`src/rtl/mult_pkg.sv`:
```
// ============================================================================
// Module : mult_pkg
// Brief  : Shared widths and types for the array multiplier datapath.
// Rev    : 1.0  initial release
// ============================================================================
`default_nettype none

package mult_pkg;

    localparam int MULT_WIDTH = 8;

    function automatic int prod_w(input int w);
        return 2 * w;
    endfunction

    // Wide enough that len maximal products can never wrap.
    function automatic int acc_width(input int w, input int len);
        return prod_w(w) + $clog2(len);
    endfunction

    typedef logic [prod_w(MULT_WIDTH)-1:0] product_t;

endpackage

`default_nettype wire

```
`src/rtl/dot_product_accumulator_if.sv`:
```
// ============================================================================
// Module : dot_product_accumulator_if
// Brief  : Product input stream and result handshake of the accumulator.
// Rev    : 1.0  initial release
// ============================================================================
`default_nettype none

interface dot_product_accumulator_if
    import mult_pkg::*;
#(
    parameter int WIDTH     = 8,
    parameter int LEN       = 16,
    parameter int ACC_WIDTH = acc_width(WIDTH, LEN)
);
    localparam int IDX_W = $clog2(LEN + 1);

    logic [prod_w(WIDTH)-1:0] P;
    logic                     done;
    logic                     clear;
    logic [ACC_WIDTH-1:0]     sum;
    logic                     sum_valid;
    logic                     sum_ready;
    logic [IDX_W-1:0]         elem_idx;
    logic                     overflow;

    modport master (
        output P, done, clear, sum_ready,
        input  sum, sum_valid, elem_idx, overflow
    );

    modport slave (
        input  P, done, clear, sum_ready,
        output sum, sum_valid, elem_idx, overflow
    );

endinterface

`default_nettype wire

```
`src/rtl/sync_fifo.sv`:
```
// ============================================================================
// Module : sync_fifo
// Brief  : Single-clock FIFO, power-of-two depth, push accepted when full if
//          a pop happens in the same cycle.
// Rev    : 1.0  initial release
// ============================================================================
`default_nettype none

module sync_fifo #(
    parameter int WIDTH = 8,
    parameter int DEPTH = 4
) (
    input  logic                         clock,
    input  logic                         reset_n,
    input  logic                         push,
    input  logic [WIDTH-1:0]             push_data,
    input  logic                         pop,
    output logic [WIDTH-1:0]             pop_data,
    output logic                         full,
    output logic                         empty,
    output logic [$clog2(DEPTH+1)-1:0]   count
);
    localparam int ADDR_W = $clog2(DEPTH);
    localparam int CNT_W  = $clog2(DEPTH + 1);

    logic [WIDTH-1:0] r_mem [DEPTH];
    logic [ADDR_W:0]  r_wr_ptr;
    logic [ADDR_W:0]  r_rd_ptr;
    logic             w_do_push;
    logic             w_do_pop;

    // Pointers carry one extra wrap bit so full and empty differ.
    assign empty    = (r_wr_ptr == r_rd_ptr);
    assign full     = (r_wr_ptr[ADDR_W] != r_rd_ptr[ADDR_W]) &&
                      (r_wr_ptr[ADDR_W-1:0] == r_rd_ptr[ADDR_W-1:0]);
    assign count    = CNT_W'(r_wr_ptr - r_rd_ptr);
    assign pop_data = r_mem[r_rd_ptr[ADDR_W-1:0]];

    assign w_do_pop  = pop && !empty;
    assign w_do_push = push && (!full || w_do_pop);

    always_ff @(posedge clock or negedge reset_n) begin
        if (!reset_n) begin
            r_wr_ptr <= '0;
            r_rd_ptr <= '0;
        end else begin
            if (w_do_push) begin
                r_wr_ptr <= r_wr_ptr + 1'b1;
            end
            if (w_do_pop) begin
                r_rd_ptr <= r_rd_ptr + 1'b1;
            end
        end
    end

    always_ff @(posedge clock or negedge reset_n) begin
        if (!reset_n) begin
            for (int i = 0; i < DEPTH; i++) begin
                r_mem[i] <= '0;
            end
        end else if (w_do_push) begin
            r_mem[r_wr_ptr[ADDR_W-1:0]] <= push_data;
        end
    end

endmodule

`default_nettype wire

```
`src/rtl/dot_product_accumulator.sv`:
```
// ============================================================================
// Module : dot_product_accumulator
// Brief  : Sums every LEN products into one result and queues results for a
//          valid/ready consumer; results that find the queue full are dropped.
// Rev    : 1.0  initial release
// ============================================================================
`default_nettype none

module dot_product_accumulator
    import mult_pkg::*;
#(
    parameter int WIDTH      = 8,
    parameter int LEN        = 16,
    parameter int ACC_WIDTH  = acc_width(WIDTH, LEN),
    parameter int FIFO_DEPTH = 4
) (
    input  logic                      clock,
    input  logic                      reset_n,
    dot_product_accumulator_if.slave  bus
);
    localparam int                IDX_W    = $clog2(LEN + 1);
    localparam int                CNT_W    = $clog2(FIFO_DEPTH + 1);
    localparam logic [IDX_W-1:0]  LAST_IDX = IDX_W'(LEN - 1);

    if (LEN < 1) begin : g_bad_len
        $error("dot_product_accumulator: LEN must be at least 1");
    end
    if (ACC_WIDTH < acc_width(WIDTH, LEN)) begin : g_bad_acc
        $error("dot_product_accumulator: ACC_WIDTH too narrow for LEN products");
    end
    if ((FIFO_DEPTH < 2) || ((FIFO_DEPTH & (FIFO_DEPTH - 1)) != 0)) begin : g_bad_depth
        $error("dot_product_accumulator: FIFO_DEPTH must be a power of two >= 2");
    end

    logic [ACC_WIDTH-1:0] r_acc;
    logic [IDX_W-1:0]     r_elem_idx;
    logic                 r_overflow;
    logic [ACC_WIDTH-1:0] w_next_sum;
    logic                 w_last;
    logic                 w_push;
    logic                 w_pop;
    logic                 w_fifo_full;
    logic                 w_fifo_empty;
    logic [ACC_WIDTH-1:0] w_fifo_head;
    logic [CNT_W-1:0]     w_unused_fifo_count;

    assign w_next_sum = r_acc + ACC_WIDTH'(bus.P);
    assign w_last     = (r_elem_idx == LAST_IDX);
    // A clear in the same cycle as the closing product aborts the group.
    assign w_push     = bus.done && !bus.clear && w_last;
    assign w_pop      = bus.sum_valid && bus.sum_ready;

    always_ff @(posedge clock or negedge reset_n) begin
        if (!reset_n) begin
            r_acc      <= '0;
            r_elem_idx <= '0;
        end else if (bus.clear) begin
            r_acc      <= '0;
            r_elem_idx <= '0;
        end else if (bus.done) begin
            if (w_last) begin
                r_acc      <= '0;
                r_elem_idx <= '0;
            end else begin
                r_acc      <= w_next_sum;
                r_elem_idx <= r_elem_idx + 1'b1;
            end
        end
    end

    // A pop in the same cycle frees the slot, so only push-without-pop drops.
    always_ff @(posedge clock or negedge reset_n) begin
        if (!reset_n) begin
            r_overflow <= 1'b0;
        end else if (w_push && w_fifo_full && !w_pop) begin
            r_overflow <= 1'b1;
        end
    end

    sync_fifo #(
        .WIDTH (ACC_WIDTH),
        .DEPTH (FIFO_DEPTH)
    ) u_result_fifo (
        .clock     (clock),
        .reset_n   (reset_n),
        .push      (w_push),
        .push_data (w_next_sum),
        .pop       (w_pop),
        .pop_data  (w_fifo_head),
        .full      (w_fifo_full),
        .empty     (w_fifo_empty),
        .count     (w_unused_fifo_count)
    );

    assign bus.sum       = w_fifo_head;
    assign bus.sum_valid = !w_fifo_empty;
    assign bus.elem_idx  = r_elem_idx;
    assign bus.overflow  = r_overflow;

endmodule

`default_nettype wire
```
`src/flat_wrapper.sv`:
```
// flat-port wrapper written by rule: the top's interface ports become plain ports
module dot_product_accumulator_flat import mult_pkg::*;
#(
    parameter int WIDTH      = 8,
    parameter int LEN        = 16,
    parameter int ACC_WIDTH  = acc_width(WIDTH, LEN),
    parameter int FIFO_DEPTH = 4
)
  (clock, reset_n, bus_P, bus_done, bus_clear, bus_sum_ready, bus_sum, bus_sum_valid, bus_elem_idx, bus_overflow);
  dot_product_accumulator_if #(.WIDTH(WIDTH), .LEN(LEN), .ACC_WIDTH(ACC_WIDTH)) bus_i ();
  input  logic clock;
  input  logic reset_n;
  input wire logic [$bits(bus_i.P)-1:0] bus_P;
  input wire logic [$bits(bus_i.done)-1:0] bus_done;
  input wire logic [$bits(bus_i.clear)-1:0] bus_clear;
  input wire logic [$bits(bus_i.sum_ready)-1:0] bus_sum_ready;
  output wire logic [$bits(bus_i.sum)-1:0] bus_sum;
  output wire logic [$bits(bus_i.sum_valid)-1:0] bus_sum_valid;
  output wire logic [$bits(bus_i.elem_idx)-1:0] bus_elem_idx;
  output wire logic [$bits(bus_i.overflow)-1:0] bus_overflow;
  assign bus_i.P = bus_P;
  assign bus_i.done = bus_done;
  assign bus_i.clear = bus_clear;
  assign bus_i.sum_ready = bus_sum_ready;
  assign bus_sum = bus_i.sum;
  assign bus_sum_valid = bus_i.sum_valid;
  assign bus_elem_idx = bus_i.elem_idx;
  assign bus_overflow = bus_i.overflow;
  dot_product_accumulator #(.WIDTH(WIDTH), .LEN(LEN), .ACC_WIDTH(ACC_WIDTH), .FIFO_DEPTH(FIFO_DEPTH)) u_core (.clock(clock), .reset_n(reset_n), .bus(bus_i));
endmodule
```
`config.mk`:
```
export PLATFORM = sky130hd
export DESIGN_NAME = dot_product_accumulator_flat
export DESIGN_NICKNAME = d
export VERILOG_FILES = /design/src/rtl/mult_pkg.sv /design/src/rtl/dot_product_accumulator_if.sv /design/src/rtl/sync_fifo.sv /design/src/rtl/dot_product_accumulator.sv /design/src/flat_wrapper.sv
export SDC_FILE = /design/constraint.sdc
export NUM_CORES = 1
export LEC_CHECK = 0
export BUFFER_PORTS_ARGS = -buffer_cell sky130_fd_sc_hd__buf_2
export CAP_MARGIN = 20
export CORE_ASPECT_RATIO = 1.1
export CORE_MARGIN = 4
export CORE_UTILIZATION = 50
export DETAILED_ROUTE_END_ITERATION = 6
export PLACE_DENSITY = 0.79
export REMOVE_ABC_BUFFERS = 1
export SLEW_MARGIN = 20
export SYNTH_ARGS = -nofsm -noshare
export SYNTH_HDL_FRONTEND = slang
export SYNTH_SLANG_ARGS = --single-unit
```
`constraint.sdc`:
```
create_clock -name clock -period 2.1 [get_ports clock]
set_input_delay 0.21 -clock clock [delete_from_list [all_inputs] [get_ports clock]]
set_output_delay 0.21 -clock clock [all_outputs]
set_load 0.01 [all_outputs]
```
==> results.cfg <==
[outcome]
outcome = finished, violations left
failed_checks = setup timing

[pwr]
leakage_uw = 0.00348
power_density_nw_per_um2 = 878
finalPower_uw = 6520
irDropWorstVdd_v = 0.000414

[routing]
vias_per_cell = 5.90
routed_wl_um = 15600
dr.pass1.iters = 5
post_drt_wl_per_cell_um = 20.1
drt_iter0_drc = 329
vias = 4581
drc = 0
detail-route-antenna-nets = 0

[finish]
n_antenna_cell = 0
fin_util_pct = 65.2
nNetsFinal = 669
stdcell_area_um2 = 7430
syn_to_final_growth_pct = 28.0
final_layout_size_suffix_gt1_share_pct = 39.2
n_fill_cell = 839

[clocking]
clk_pin_slew_ns = 0.07
cts_tree = yes
insertion_delay_ns = 0.35
clkSinkCount = 112
cts.path.max_buffers = 2
htreeDepth = 3
cts-buffers-inserted = 9
cts_root_buf = clkbuf_16

[sta]
report.final.hold_viol_count = 0
grt_setup_unrepaired = true
max_freq_mhz = 457
period_minus_slack_ns = 2.19
relSlewSlack_pct = 52.9
fin_ws_ns = -0.0889
tightest_slew_ns = 0.702
setup_viol = 25
finalMaxSlewViolations = 0
whs_ns = 0.0681
fin_skew_ns = 0.00857
finalCritPeriodShare_pct = 104

[yosys]
synth_top_area_share_pct = 48.3
synthTopCellsByArea = dfrtp_1 48%, mux4_2 7.8%, nand2_1 7.2%, mux2_2 7.0%, ha_1 4.7%
synth_top_cell_by_area = dfrtp_1
synth-seq-cells = 112
synth.distinct_cells = 55
synth-seq-area-share_pct = 48.3
postSynthAreaPerCell_um2 = 11.0
synth-edff-count = 0
ys_warn_count = 0
syn-instance-count = 527
syn-cell-area_um2 = 5800
synthArstFlopShare_pct = 100
synth_flop_cell = dfrtp_1

[global_route]
antenna_found_initial = 0
grt_overflow_total = 0
first_global_vias = 4853
grt_max_degree = 57
grtUsageTotal_pct = 23.3
grt_pass1_wl_um = 24400

[setup_path]
cp_max_fo = 6
crit_slowest_cell = ha_2
max_stage_delay_ns = 0.41
crit_chain = ha_2 -> and3_1 -> nand2_2 -> a211oi_2 -> a21oi_2 -> a311oi_4 -> mux2_2
required_ns = 2.39
critPathLaunchType = flip-flop
cp-end-kind = flip-flop
cp.arrival_ns = 2.48
path_class = reg2reg
r2r_start = u_core.r_acc[13]
critPathLaunch = u_core.r_acc[13]

[floorplanning]
die_area_um2 = 13400
core_um2 = 11400
boundaryPins = 48
die_h_um = 121
start_util_pct = 50.9
rows = 41
die_x_um = 111

[placement]
globalplace.congestion = 0.888
post-dp-hpwl_um = 10200
placed_area_um2 = 6530
portBuffers = 47
pre_cts_ws_ns = -0.296

[min_path]
hold_class = in2reg
hold_start = bus_clear

[run]
maxCapViolations = 0
==> worst max-delay path, delay by kind of cell (launching register included) <==
kind / cells / cell delay, ns
adders and majority gates: 1 / 0.41
AOI/OAI and AO/OA: 3 / 0.73
and+or+nand+nor: 2 / 0.38
muxes: 1 / 0.22
DFF: 1 / 0.39
==> synthesized netlist by cell type, types with 9 or more instances <==
cell      number
o21ai_0       32
mux2_2        36
nor2_1        13
inv_1         14
a22o_1        13
nand2_1      112
dfrtp_1      112
mux4_2        20
ha_1          22
a21oi_1       26
xnor2_1       17
clkbuf_1       9
==> layer usage <==
metal  part of all wire, %  routed length, µm  up-vias  GRT usage [%]
met4                   4.0                626        0           12.7
met2                    53               8220      184           40.0
met1                    38               5920     2300           28.3
met3                   5.3                832       48           3.49
met5                     0                  0        -              0
li1                      -                  -     2049              -
==> layout by cell type (no fill, tap or decap), types with 11 or more instances in the layout <==
master   netlist  routed
a21oi_1       26      19
a22o_1        13      13
buf_2          8      46
xnor2_1       17      11
ha_4           0      14
mux2_4         0      16
o21ai_0       32      20
inv_1         14      12
mux4_2        20      20
nor2_1        13      13
buf_4          2      58
dfrtp_1      112     112
nand2_1      112     110
mux2_2        36      20
==> layout make-up <==
cell class	count	area [µm²]	share of cell area (%)
Tap cell	150	188	2.53
Clock inverter	3	68.8	0.927
Clock buffer	10	229	3.08
Timing Repair Buffer	110	741	9.97
Sequential cell	112	2800	37.7
Multi-Input combinational cell	378	3340	45.0
Inverter	14	52.6	0.708
==> power breakdown <==
part,internal (µW),switching (µW)
registers,2300,127
logic,1080,1220
clock network,1030,757
==> cell families (layout without fill, tap and decap cells) <==
logic type	count (synthesis)	after routing	synth area share [%]
fa+ha+maj	23	23	5.09
buf+inv	37	137	3.08
flops	112	112	48.3
simple gates	167	167	12.7
xor+xnor	25	25	3.77
compound gates	106	106	12.0
mux	57	57	14.9
==> registers in the layout (all words and copies together), names as in the netlist <==
name and flops:
u_core.bus.elem_idx 5, u_core.bus.overflow 1, u_core.r_acc 20, u_core.u_result_fifo.r_mem 80, u_core.u_result_fifo.r_rd_ptr 3, u_core.u_result_fifo.r_wr_ptr 3
==> final timing paths <==
| check | slack [ns] | endpoint | depth (start not counted) |
|---|---|---|---|
| min reg2reg | 0.47 | u_core.u_result_fifo.r_mem[13] | 2 |
| max in group asynchronous | 1.00 | u_core.u_result_fifo.r_rd_ptr[2] | 3 |
| min | 0.07 | u_core.bus.elem_idx[2] | 2 |
| max | -0.09 | u_core.u_result_fifo.r_mem[39] | 7 |
| min in group asynchronous | 0.39 | u_core.r_acc[12] | 2 |
| max reg2reg | -0.09 | u_core.u_result_fifo.r_mem[39] | 7 |
==> through the flow <==
stage | std cells | TNS [ns]
after global routing | 777 | -4.06
final | 777 | -1.26
after CTS | 775 | -0.0149
after detailed placement | 756 | -9.34
after floorplan | 504 | -12.32
after global placement | 756 | -5.42
==> repair_timing <==
item / 4_1_cts / 5_1_grt
setup buffers: 6 / 3
setup endpoints to repair: 70 / 75
hold buffers: 1 / 0
pin swaps: 18 / 20
endpoints found under the hold margin: 42 / 0
gates resized for setup: 49 / 51
(Power assumes the default switching activity.)
